$ cat config.mk
export PLATFORM = sky130hd
export DESIGN_NAME = fifo_wr_arbiter
export DESIGN_NICKNAME = d
export VERILOG_FILES = /design/src/rtl/fifo_wr_arb_pkg.sv /design/src/rtl/rr_arb2.sv /design/src/rtl/fifo_wr_arbiter.sv
export SDC_FILE = /design/constraint.sdc
export NUM_CORES = 1
export LEC_CHECK = 0
export CAP_MARGIN = 40
export CORE_AREA = 2 2 58 60
export DETAILED_ROUTE_END_ITERATION = 10
export DIE_AREA = 0 0 60 62
export PLACE_DENSITY_LB_ADDON = 0.25
export SYNTH_ARGS = -nofsm -noshare
export SYNTH_HDL_FRONTEND = slang
export SYNTH_SLANG_ARGS = --single-unit
$ cat constraint.sdc
create_clock -name CLK -period 1.6 [get_ports CLK]
set_input_delay 0.48 -clock CLK [delete_from_list [all_inputs] [get_ports CLK]]
set_output_delay 0.48 -clock CLK [all_outputs]
set_load 0.05 [all_outputs]
$ cat src/rtl/fifo_wr_arb_pkg.sv
`default_nettype none
// +--------------------------------------------------------------------------+
// | fifo_wr_arb_pkg                                                          |
// | Shared types and defaults for the ALU/RF FIFO write arbiter.             |
// | Revision: 1.0                                                            |
// +--------------------------------------------------------------------------+
package fifo_wr_arb_pkg;

    localparam int c_DATA_WIDTH = 8;

    typedef enum logic [1:0] {
        IDLE    = 2'b00,
        SEND_LO = 2'b01,
        SEND_HI = 2'b10
    } state_t;

    typedef enum logic {
        SRC_ALU = 1'b0,
        SRC_RF  = 1'b1
    } src_t;

endpackage
`default_nettype wire

$ cat src/rtl/rr_arb2.sv
`default_nettype none
// +--------------------------------------------------------------------------+
// | rr_arb2                                                                  |
// | Two-requester round-robin grant with a registered last-served pointer.   |
// | Revision: 1.0                                                            |
// +--------------------------------------------------------------------------+
module rr_arb2 (
    input  logic clk,
    input  logic rst,
    input  logic i_req_alu,
    input  logic i_req_rf,
    input  logic i_upd,
    output logic o_gnt_alu,
    output logic o_gnt_rf
);
    import fifo_wr_arb_pkg::*;

    src_t r_last;

    // Pointer starts at RF so the ALU wins the first contention.
    always_ff @(posedge clk or posedge rst) begin
        if (rst) begin
            r_last <= SRC_RF;
        end else if (i_upd) begin
            r_last <= o_gnt_alu ? SRC_ALU : SRC_RF;
        end
    end

    always_comb begin
        o_gnt_alu = i_req_alu && (!i_req_rf || (r_last == SRC_RF));
        o_gnt_rf  = i_req_rf && !o_gnt_alu;
    end

endmodule
`default_nettype wire

$ cat src/rtl/fifo_wr_arbiter.sv
`default_nettype none
// +--------------------------------------------------------------------------+
// | fifo_wr_arbiter                                                          |
// | Arbitrates ALU words and RF bytes into a byte-wide FIFO write port.      |
// | Revision: 1.0                                                            |
// +--------------------------------------------------------------------------+
module fifo_wr_arbiter
    import fifo_wr_arb_pkg::*;
#(
    parameter int DATA_WIDTH = c_DATA_WIDTH
) (
    input  logic                    CLK,
    input  logic                    RST,
    input  logic                    ALU_VLD,
    input  logic [2*DATA_WIDTH-1:0] ALU_DATA,
    output logic                    ALU_RDY,
    input  logic                    RF_VLD,
    input  logic [DATA_WIDTH-1:0]   RF_DATA,
    output logic                    RF_RDY,
    input  logic                    FIFO_FULL,
    output logic                    FIFO_WINC,
    output logic [DATA_WIDTH-1:0]   FIFO_WDATA,
    output logic                    BUSY
);

    state_t                  r_state;
    state_t                  w_state_nxt;
    src_t                    r_src;
    src_t                    w_src_nxt;
    logic [2*DATA_WIDTH-1:0] r_hold;
    logic [2*DATA_WIDTH-1:0] w_hold_nxt;
    logic                    w_gnt_alu;
    logic                    w_gnt_rf;
    logic                    w_xfer;

    rr_arb2 u_rr_arb2 (
        .clk       (CLK),
        .rst       (RST),
        .i_req_alu (ALU_VLD),
        .i_req_rf  (RF_VLD),
        .i_upd     (w_xfer),
        .o_gnt_alu (w_gnt_alu),
        .o_gnt_rf  (w_gnt_rf)
    );

    always_ff @(posedge CLK or posedge RST) begin
        if (RST) begin
            r_state <= IDLE;
            r_src   <= SRC_RF;
            r_hold  <= '0;
        end else begin
            r_state <= w_state_nxt;
            r_src   <= w_src_nxt;
            r_hold  <= w_hold_nxt;
        end
    end

    assign BUSY = (r_state != IDLE);

    always_comb begin
        w_state_nxt = r_state;
        w_src_nxt   = r_src;
        w_hold_nxt  = r_hold;
        ALU_RDY     = 1'b0;
        RF_RDY      = 1'b0;
        FIFO_WINC   = 1'b0;
        FIFO_WDATA  = '0;
        w_xfer      = 1'b0;
        case (r_state)
            IDLE: begin
                // Ready is masked by reset so no requester sees a handshake while held.
                ALU_RDY = w_gnt_alu && !RST;
                RF_RDY  = w_gnt_rf && !RST;
                w_xfer  = ALU_RDY || RF_RDY;
                if (ALU_RDY) begin
                    w_hold_nxt  = ALU_DATA;
                    w_src_nxt   = SRC_ALU;
                    w_state_nxt = SEND_LO;
                end else if (RF_RDY) begin
                    w_hold_nxt  = {{DATA_WIDTH{1'b0}}, RF_DATA};
                    w_src_nxt   = SRC_RF;
                    w_state_nxt = SEND_LO;
                end
            end
            SEND_LO: begin
                FIFO_WDATA = r_hold[DATA_WIDTH-1:0];
                FIFO_WINC  = !FIFO_FULL;
                if (FIFO_WINC) begin
                    w_state_nxt = (r_src == SRC_ALU) ? SEND_HI : IDLE;
                end
            end
            SEND_HI: begin
                FIFO_WDATA = r_hold[2*DATA_WIDTH-1:DATA_WIDTH];
                FIFO_WINC  = !FIFO_FULL;
                if (FIFO_WINC) begin
                    w_state_nxt = IDLE;
                end
            end
            default: begin
                w_state_nxt = IDLE;
            end
        endcase
    end

endmodule
`default_nettype wire
Word-level counts from Yosys, hierarchy flattened
Cells that the tools add are included.
Storage, ports and cells
  register bits after elaboration: 20
  bits of input ports: 29
  output and inout port bits: 12
  logic and storage cells: 41
Cells by class
  eq/ne operators: 5
  multiplexer cells: 16
  reduce and logical (&&, ||, !) cells: 16
Operators with widths (number)
  $mux W16: 2
  $pmux W8 S2: 1
  $mux W2: 5
  $mux W1: 7
  $pmux W2 S3: 1
  $logic_and A1 B1 Y1: 4
  $logic_not A1 Y1: 4
  $ne A2 B2 Y1 const B: 2
  $reduce_bool A2 Y1: 2
  $ne A3 B3 Y1 const B: 1
  $reduce_and A3 Y1: 1
  $eq A2 B1 Y1 const B: 1
  $eq A2 B2 Y1 const B: 1
  $logic_not A2 Y1: 1
  $logic_or A1 B1 Y1: 2
  $reduce_and A2 Y1: 1
  $reduce_or A2 Y1: 1

Depth between registers and ports, before layout
Gate-level depths: netlist of run 1.
  depth after elaboration: 9
  mapped depth: 6
  mapped depth without buffers: 5

By module
From an unflattened synthesis of run 1, not the netlist that was laid out.
Second synthesis, totals
  cell total of the unflattened synthesis: 104
  area, all modules: 1107.3 um2
Modules (own cells, without submodules)
  fifo_wr_arbiter: instances 1, cells an instance 97, area each 1046.0 um2, sequential area each 476.7 um2
  rr_arb2: instances 1, cells an instance 7, area each 61.3 um2, sequential area each 26.3 um2

Worst setup path after synthesis of run 1
OpenSTA, ideal clock, no wires.
  kind: reg2out
  start: register r_state[1]
  end: output port FIFO_WDATA[0]
  arrival time: 1739 ps
  data required time: 1120 ps
  path slack: -619 ps
  stages on the path, launching flop included: 6
  path buffers: 1
  cell sequence: dfrtp_1 -> inv_1 -> ha_1 -> clkbuf_1 -> a22oi_1 -> nor2b_1
Between the ends
  word-level cells in the longest chain between the ends: 2
  elaborated cells between the ends (all ways): 3
  those cells by class: 2 x eq/ne; 1 x mux
RTL lines
  start, declared: RTL line fifo_wr_arbiter.sv:26  | state_t r_state;
  start signal, assigned: RTL line fifo_wr_arbiter.sv:52  | r_state <= w_state_nxt;
  $eq A2 B2 Y1 or $eq A2 B1 Y1 (tied branches): RTL line fifo_wr_arbiter.sv:69  | case (r_state)
  $pmux W8 S2 *: RTL line fifo_wr_arbiter.sv:69
  end, declared: RTL line fifo_wr_arbiter.sv:22  | output logic [DATA_WIDTH-1:0] FIFO_WDATA,
Mark *: on every way between the ends. The rest lies on a longest branch, timed or not.

Worst setup path after layout of run 1
  start: register r_state[0]
  end: output port ALU_RDY
Between the ends
  word-level cells in the longest chain between the ends: 2
RTL lines
  $logic_not A2 Y1: RTL line fifo_wr_arbiter.sv:69
  $mux W1: RTL line fifo_wr_arbiter.sv:69
  end, declared: RTL line fifo_wr_arbiter.sv:16  | output logic ALU_RDY,
Every way passes these cells.

==> metrics.yaml, run 1 <==
outcome:
  status: "finished with violations"
  violations: "negative setup slack"
synth:
  ys_ff_latch: 20
  synth.area.top_cells: "dfrtp_1 (38%), a31oi_2 (8.4%), a22o_1 (5.8%)"
  seq_area_frac_synth_pct: 41.96
  syn_nets: 148
  synth_largest_area_cell: "dfrtp_1"
  syn_inst: 115
  syn_area_um2: 1199
  syn_area_per_cell_um2: 10.42
  yosysTopAreaCellShare_pct: 37.58
  ys_warn_count: 0
  synth.distinct_cells: 30
clock_tree:
  numClockSinks: 20
  clk_pin_slew_worst_paths_ns: 0.12
  clockBufferDepth: 2
  clk_latency_ns: 0.30
  cts_root_buffer: "clkbuf_4"
  htreeDepth: 1
  cts_tree: "yes"
  cts_buffers: 3
  postCtsHoldBufs: 0
sta:
  skew_ns: 0.007164
  drv_slew: 0
  fin_crit_sh_pct: 129.7
  finalSetupViolCount: 30
  timing.fmax_mhz: 481.7
  finalWorstPathRequiredPeriod_ns: 2.076
  fin_ws_ns: -0.4758
  relSlewSlack_pct: 81.13
  grt_setup_unrepaired: "yes"
  worst_slew_pin_slew_ns: 0.2831
  hold_viol: 0
final_layout:
  layout_commonest_cell: "clkdlybuf4s50_1"
  area_growth_pct: 79.65
  fin_cells: 217
  antenna_cells: 0
  drive_gt1_share_pct: 50.29
  finish.net_count: 205
  mostFrequentLayoutCells: "clkdlybuf4s50_1 (28), dfrtp_1 (17), buf_4 (15)"
  fill_cells: 256
  final_util_pct: 67.73
global_routing:
  grt_max_degree: 21
  grt_pass1_wl_um: 4705
  grt_pass1_vias: 1049
  track_usage_pct: 16.54
  grt-ovfl-total: 0
  antenna_found_initial: 0
critical_path:
  slowest_stage: "dfrtp_2"
  end_kind: "output pin"
  critical_path.max_stage_delay_ns: 0.46
  path_max_fanout: 3
  path_cells: "inv_2, buf_6, ha_4, and2b_2, and3_4, buf_12"
  arrival_ns: 1.60
  critical_path_class: "register to output pin"
  required_ns: 1.12
  path_depth: 6
  path_delay_family: "flip-flops"
  path_buf_inv: 3
  start_kind: "register"
  worst-r2r-setup-slack_ns: -0.13
  r2r_cells: 8
floorplanning:
  die_height_um: 62
  die_w_um: 60
  io_pins: 41
  rows: 21
  dieArea_um2: 3720
  initial_core_util_pct: 37.70
  core_area_um2: 3179
detailed_routing:
  post_drt_wl_per_cell_um: 14.44
  vias: 1098
  final_antenna_net_count: 0
  firstDrtPassIters: 4
  postRouteWirelength_um: 3134
  drc: 0
  via_per_inst: 5.060
  drt_iter0_drc: 31
power:
  ir_worst_vdd_v: 0.0005785
  power.density_nw_per_um2: 2066
  power_mw: 4.448
  p_leak_nw: 0.8560
place:
  dpl.hpwl_um: 2257
  io_buffer_count: 40
  dp_worst_setup_slack_ns: -0.3520
  place_inst: 208
  gp_congestion: 0.7245
job:
  cap_violations: 0
worst_hold_path:
  holdPathStages: 1
  hp-class: "register to register"
==> synthesized netlist by cell type <==
library cell and instances:
nand2b_1 2, a22o_1 8, clkbuf_1 1, buf_2 1, dfrtp_1 18, o21bai_1 1
a31oi_2 8, buf_1 1, o21ba_1 1, a2111oi_0 1, o21a_1 1, and3_1 1
and2_4 1, nand3b_1 1, a21o_1 1, dfstp_2 2, inv_1 5, o211ai_1 1
and3_4 1, mux2_1 1, a22oi_1 8, nand2_1 2, and2b_1 2, nor2b_1 10
a21oi_1 9, ha_1 4, buf_6 5, nand3_1 9, or2_1 1, o21ai_0 8
==> worst reg2reg max path, delay by kind of cell, from the launching register on <==
kind	cells	cell delay (ns)
simple gates	2	0.38
compound gates	1	0.23
flops	1	0.42
fa+ha+maj	1	0.15
buf+inv	4	0.45
==> final cells by class <==
cell class	count	area [um^2]	share of cell area, %
clock buffer	3	22.52	1.046
sequential	20	504.2	23.42
timing repair buffer	60	693.2	32.19
inverter	5	21.27	0.9878
multi-input combinational	82	824.5	38.29
clock inverter	1	30.03	1.395
tap	46	57.56	2.673
==> stage by stage <==
stage / hold WS, ns / setup TNS (ns) / area (um^2)
after global placement: 0.4840 / -7.076 / 1906
final: 0.5193 / -6.395 / 2153
after floorplan: 0.4423 / -0.7998 / 1303
after detailed placement: 0.4892 / -8.091 / 1906
after CTS: 0.5215 / -5.001 / 1986
after global routing: 0.5454 / -8.052 / 2153
==> report_power, final <==
group / total (mW) / internal, mW / switching [mW] / leakage [nW]
Sequential: 0.973 / 0.758 / 0.214 / 0.239
Clock: 0.411 / 0.253 / 0.158 / 0.0279
Combinational: 3.06 / 1.62 / 1.45 / 0.589
Total: 4.45 / 2.63 / 1.82 / 0.856
==> worst paths after layout <==
path,from,end
setup / recovery,r_state[0],ALU_RDY
hold / removal,r_hold[12],r_hold[12]
setup reg to reg,r_state[0],r_hold[8]
hold reg to reg,r_hold[12],r_hold[12]
max in group asynchronous,RST,r_src
min in group asynchronous,RST,r_hold[15]
==> logic make-up after synthesis <==
group / share of synthesized area [%]
compound gates: 30.38
simple gates: 15.24
flops: 41.96
buf+inv: 7.306
fa+ha+maj: 4.176
mux: 0.9394
==> state kept, by name, summed over array words and instances, names as in the netlist <==
register and count:
r_hold 16, r_state 2, r_src 1, u_rr_arb2.r_last 1
==> timing repair <==
item,in CTS,in global routing
endpoints found under the setup margin,22,32
setup buffers,1,4
gates resized for setup,7,30
pin swaps,2,9
==> metal layers <==
layer	up-vias	wire (um)	track usage, %
met5	-	0	0
met2	31	1627	28.88
li1	538	-	-
met1	527	1368	22.03
met3	2	117	1.449
met4	0	20	4.762
(Power assumes the default switching activity.)
==> run 2, diff against run 1 <==
--- a/config.mk
+++ b/config.mk
@@ -10,6 +10,7 @@
 export DETAILED_ROUTE_END_ITERATION = 10
 export DIE_AREA = 0 0 60 62
 export PLACE_DENSITY_LB_ADDON = 0.25
+export SKIP_CTS_REPAIR_TIMING = 1
 export SYNTH_ARGS = -nofsm -noshare
 export SYNTH_HDL_FRONTEND = slang
 export SYNTH_SLANG_ARGS = --single-unit
==> metrics.yaml, run 2 (synthesized netlist as in run 1, its figures left out) <==
sta:
  worst_slew_pin_slew_ns: 0.3054  # was 0.2831 ns
  relSlewSlack_pct: 79.64  # was 81.13%
  grt_setup_unrepaired: "yes"  # unchanged
  timing.fmax_mhz: 486.7  # was 481.7 MHz
  hold_viol: 0  # unchanged
  skew_ns: 0.009623  # was 0.007164 ns
  drv_slew: 0  # unchanged
  fin_crit_sh_pct: 128.4  # was 129.7%
  fin_ws_ns: -0.4546  # was -0.4758 ns
  finalSetupViolCount: 17  # was 30
  finalWorstPathRequiredPeriod_ns: 2.055  # was 2.076 ns
critical_path:
  path_max_fanout: 4  # was 3
  required_ns: 1.12  # about the same
  start_kind: "register"  # unchanged
  arrival_ns: 1.57  # was 1.60 ns
  critical_path_class: "register to output pin"  # unchanged
  end_kind: "output pin"  # unchanged
floorplanning:
  core_area_um2: 3179  # unchanged
  io_pins: 41  # unchanged
  die_height_um: 62  # unchanged
  rows: 21  # unchanged
  die_w_um: 60  # unchanged
  initial_core_util_pct: 37.70  # unchanged
  dieArea_um2: 3720  # unchanged
place:
  dpl.hpwl_um: 2257  # unchanged
  dp_worst_setup_slack_ns: -0.3520  # unchanged
  place_inst: 208  # unchanged
  io_buffer_count: 40  # unchanged
  post_dp_cell_area_um2: 1906  # unchanged
  gp_congestion: 0.7245  # unchanged
detailed_routing:
  final_antenna_net_count: 0  # unchanged
  firstDrtPassIters: 4  # unchanged
  post_drt_wl_per_cell_um: 13.94  # was 14.44 um
  vias: 1086  # was 1098
  postRouteWirelength_um: 3024  # was 3134 um
  via_per_inst: 5.005  # was 5.060
  drc: 0  # unchanged
  drt_iter0_drc: 21  # was 31
final_layout:
  final_util_pct: 64.66  # was 67.73%
  stdcell_area_um2: 2056  # was 2153 um^2
  top_regs: "r_hold: 16 flops, r_state: 2 flops"  # unchanged
  antenna_cells: 0  # unchanged
  finish.net_count: 205  # unchanged
  area_growth_pct: 71.50  # was 79.65%
  largest-register: "r_hold"  # unchanged
  drive_gt1_share_pct: 42.11  # was 50.29%
  mostFrequentLayoutCells: "clkdlybuf4s50_1 (28), dfrtp_1 (18), buf_4 (15)"  # was clkdlybuf4s50_1 (28), dfrtp_1 (17), buf_4 (15)
  fin_cells: 217  # unchanged
  largest_register_ffs: 16  # unchanged
  fill_cells: 259  # was 256
  layout_commonest_cell: "clkdlybuf4s50_1"  # unchanged
outcome:
  status: "finished with violations"  # unchanged
  violations: "negative setup slack"  # unchanged
clock_tree:
  cts_buffers: 3  # unchanged
  clk_pin_slew_worst_paths_ns: 0.12  # about the same
  htreeDepth: 1  # unchanged
  numClockSinks: 20  # unchanged
  cts_root_buffer: "clkbuf_4"  # unchanged
  cts_tree: "yes"  # unchanged
  clk_latency_ns: 0.30  # about the same
  clockBufferDepth: 2  # unchanged
power:
  power_mw: 4.176  # was 4.448 mW
  p_leak_nw: 0.8493  # was 0.8560 nW
  power.density_nw_per_um2: 2031  # was 2066 nW/um^2
  ir_worst_vdd_v: 0.0006566  # was 0.0005785 V
global_routing:
  track_usage_pct: 16.50  # was 16.54%
  grt_max_degree: 21  # unchanged
  grt_pass1_vias: 1064  # was 1049
  antenna_found_initial: 0  # unchanged
  grt-ovfl-total: 0  # unchanged
  grt_pass1_wl_um: 4705  # unchanged
job:
  cap_violations: 0  # unchanged
worst_hold_path:
  hp-class: "register to register"  # unchanged
run 2: worst paths after layout:
check	start	slack, ns	endpoint	depth (start not counted)
worst max-delay path	r_state[1]	-0.45	ALU_RDY	6
min in group asynchronous	RST	0.64	r_hold[5]	4
worst min-delay path	r_hold[10]	0.52	r_hold[10]	1
worst min register to register	r_hold[10]	0.52	r_hold[10]	1
worst max register to register	r_state[1]	-0.06	r_hold[8]	8
max in group asynchronous	RST	0.68	r_src	4
run 2: per-stage QoR:
stage	hold WS, ns	setup TNS [ns]
finish	0.5157	-5.236
global route	0.5453	-6.687
CTS	0.5215	-6.692
detailed placement	0.4892	-8.091
global placement	0.4840	-7.076
floorplan	0.4423	-0.7998
run 2: worst max-delay path: stages (launching register included):
cell     delay (ns)
dfrtp_1        0.42
inv_2          0.06
buf_6          0.12
ha_4           0.16
and2b_2        0.21
and3_4         0.17
buf_12         0.15
run 2: cell type report:
type | count | area [um^2] | share of cell area, %
Timing Repair Buffer | 60 | 689.4 | 33.54
Sequential cell | 20 | 503.0 | 24.47
Inverter | 5 | 18.77 | 0.9130
Clock inverter | 1 | 30.03 | 1.461
Clock buffer | 3 | 22.52 | 1.096
Tap cell | 46 | 57.56 | 2.800
Multi-Input combinational cell | 82 | 734.5 | 35.73
run 2: power by group:
part | total [mW] | switching, mW | internal, mW
logic | 2.84 | 1.35 | 1.49
clock network | 0.410 | 0.157 | 0.253
registers | 0.927 | 0.172 | 0.755
total | 4.18 | 1.68 | 2.50
run 2: metal layers:
layer / global-route usage, % / routed length [um] / part of all wire [%] / up-vias
met5: 0 / 0 / 0 / -
met4: 4.762 / 20 / 0.66 / 0
met3: 1.449 / 111 / 3.7 / 2
met2: 29.04 / 1543 / 51 / 29
met1: 21.77 / 1349 / 45 / 517
li1: - / - / - / 538
==> run 3, diff against run 2 <==
--- a/config.mk
+++ b/config.mk
@@ -6,11 +6,12 @@
 export NUM_CORES = 1
 export LEC_CHECK = 0
 export CAP_MARGIN = 40
-export CORE_AREA = 2 2 58 60
+export CORE_AREA = 2 2 50 70
 export DETAILED_ROUTE_END_ITERATION = 10
-export DIE_AREA = 0 0 60 62
+export DIE_AREA = 0 0 52 72
 export PLACE_DENSITY_LB_ADDON = 0.25
 export SKIP_CTS_REPAIR_TIMING = 1
+export SLEW_MARGIN = 20
 export SYNTH_ARGS = -nofsm -noshare
 export SYNTH_HDL_FRONTEND = slang
 export SYNTH_SLANG_ARGS = --single-unit
==> metrics.yaml, run 3 (synthesized netlist as in run 1, its figures left out) <==
power:
  seqPwrFrac_pct: 21.9  # was 22.2%
  power_switching_mw: 1.660  # was 1.676 mW
  power_mw: 4.180  # was 4.176 mW
  switching_share_pct: 39.70  # was 40.15%
  power.density_nw_per_um2: 2070  # was 2031 nW/um^2
  p_leak_nw: 0.8385  # was 0.8493 nW
  p_int_mw: 2.520  # was 2.499 mW
  ir_worst_vdd_v: 0.001137  # was 0.0006566 V
  power_frac_comb_pct: 66.0  # was 68.0%
  power_frac_clock_pct: 12.0  # was 9.8%
critical_path:
  path_cells: "inv_2, buf_4, ha_4, and2b_1, and3_4, buf_12"  # was inv_2, buf_6, ha_4, and2b_2, and3_4, buf_12
  worst-r2r-setup-slack_ns: -0.02  # was -0.06 ns
  reg2reg_to: "r_hold[14]"  # was r_hold[8]
  start_kind: "register"  # unchanged
  r2r_cells: 7  # was 8
  end_kind: "output pin"  # unchanged
  critical_path.max_stage_delay_ns: 0.41  # was 0.42 ns
  path_max_fanout: 3  # was 4
  slowest_stage: "dfrtp_1"  # unchanged
  critical_path_class: "register to output pin"  # unchanged
  reg2reg_from: "r_state[1]"  # unchanged
  arrival_ns: 1.51  # was 1.57 ns
  required_ns: 1.12  # about the same
sta:
  timing.setup.tns_ns: -4.486  # was -5.236 ns
  hold_viol: 0  # unchanged
  timing.fmax_mhz: 502.4  # was 486.7 MHz
  grt_setup_unrepaired: "yes"  # unchanged
  fin_crit_sh_pct: 124.4  # was 128.4%
  finalSetupViolCount: 21  # was 17
  skew_ns: 0.001328  # was 0.009623 ns
  relSlewSlack_pct: 80.11  # was 79.64%
  hold_ws_ns: 0.5199  # was 0.5157 ns
  fin_ws_ns: -0.3904  # was -0.4546 ns
  worst_slew_pin_slew_ns: 0.2908  # was 0.3054 ns
  drv_slew: 0  # unchanged
  finalWorstPathRequiredPeriod_ns: 1.990  # was 2.055 ns
final_layout:
  layout_commonest_cell: "clkdlybuf4s50_1"  # unchanged
  area_growth_pct: 68.48  # was 71.50%
  largest-register: "r_hold"  # unchanged
  finish.net_count: 202  # was 205
  top_regs: "r_hold: 16 flops, r_state: 2 flops"  # unchanged
  fin_cells: 207  # was 217
  antenna_cells: 0  # unchanged
  mostFrequentLayoutCells: "clkdlybuf4s50_1 (28), dfrtp_1 (18), buf_4 (16)"  # was clkdlybuf4s50_1 (28), dfrtp_1 (18), buf_4 (15)
  largest_register_ffs: 16  # unchanged
  drive_gt1_share_pct: 39.29  # was 42.11%
detailed_routing:
  firstDrtPassIters: 4  # unchanged
  post_drt_wl_per_cell_um: 14.66  # was 13.94 um
  postRouteWirelength_um: 3035  # was 3024 um
  drc: 0  # unchanged
  drt_iter0_drc: 17  # was 21
  via_per_inst: 5.271  # was 5.005
  vias: 1091  # was 1086
  final_antenna_net_count: 0  # unchanged
clock_tree:
  clk_latency_ns: 0.26  # was 0.30 ns
  numClockSinks: 20  # unchanged
  cts_buffers: 3  # unchanged
  cts_tree: "yes"  # unchanged
  clockBufferDepth: 2  # unchanged
  htreeDepth: 1  # unchanged
  clk_pin_slew_worst_paths_ns: 0.08  # was 0.12 ns
  cts_root_buffer: "clkbuf_8"  # was clkbuf_4
place:
  dpl.hpwl_um: 2510  # was 2257 um
  dp_worst_setup_slack_ns: -0.3737  # was -0.3520 ns
  io_buffer_count: 40  # unchanged
  place_inst: 202  # was 208
  gp_congestion: 0.7804  # was 0.7245
worst_hold_path:
  hold_path.startpoint: "r_hold[12]"  # was r_hold[10]
  holdPathEnd: "r_hold[12]"  # was r_hold[10]
  hp-class: "register to register"  # unchanged
  holdPathStages: 1  # unchanged
floorplanning:
  io_pins: 41  # unchanged
  dieArea_um2: 3744  # was 3720 um^2
  rows: 24  # was 21
  die_height_um: 72  # was 62 um
  initial_core_util_pct: 38.75  # was 37.70%
  core_area_um2: 3093  # was 3179 um^2
  die_w_um: 52  # was 60 um
outcome:
  violations: "negative setup slack"  # unchanged
  status: "finished with violations"  # unchanged
global_routing:
  antenna_found_initial: 0  # unchanged
  grt_max_degree: 18  # was 21
  grt-ovfl-total: 0  # unchanged
  grt_pass1_vias: 1119  # was 1064
  busiest_layer: "met2"  # unchanged
  use_met2_pct: 34.88  # was 29.04%
  grtUsageMet1_pct: 20.53  # was 21.77%
  grtUsageMet3_pct: 0.6173  # was 1.449%
  grt_pass1_wl_um: 5140  # was 4705 um
  track_usage_pct: 18.22  # was 16.50%
job:
  cap_violations: 0  # unchanged
## run 3: changes by cell type in the layout (fill, tap and decap cells not counted), sizes merged
cell and change:
buf -3
## run 3: final cells by class
class / count / area [um^2]
timing repair buffer: 57 / 660.6
multi-input combinational: 82 / 716.9
tap: 39 / 48.80
inverter: 5 / 18.77
fill: 245 / 1074
clock buffer: 3 / 41.29
sequential: 20 / 503.0
clock inverter: 1 / 30.03
## run 3: stage by stage
step                util [%]  instance area, um^2
floorplan                  -                 1303
finish                 65.29                 2019
global route           65.29                 2019
detailed placement     61.97                 1917
global placement       61.97                 1917
CTS                    64.28                 1988
## run 3: worst max-delay path, delay by kind of cell, from the launching register on
kind | cells | cell delay, ns
fa+ha+maj | 1 | 0.13
buf+inv | 3 | 0.32
flops | 1 | 0.41
simple gates | 2 | 0.37
## run 3: worst max path at each step
stage | startpoint | to | slack (ns) | cells past startpoint
floorplan | r_state[1] | FIFO_WDATA[0] | -0.1 | 5
global placement | RST | ALU_RDY | -0.33 | 4
detailed placement | RST | ALU_RDY | -0.37 | 4
CTS | r_state[1] | FIFO_WDATA[3] | -0.46 | 5
global route | r_state[1] | ALU_RDY | -0.45 | 6
finish | r_state[1] | ALU_RDY | -0.39 | 6
## run 3: per-layer routing
metal | part of all wire, % | up-vias
li1 | - | 531
met1 | 38 | 524
met2 | 58 | 32
met3 | 2.8 | 4
met4 | 1.4 | 0
met5 | 0 | -
## run 3: power groups by stage
stage                     registers [mW]  clock network, mW  logic, mW
final                              0.917              0.503       2.76
after global routing               0.946              0.524       2.94
after CTS                          0.905              0.510       2.72
after detailed placement           0.915                  0       2.70
after global placement             0.906                  0       2.66
after floorplan                    0.865                  0       1.74
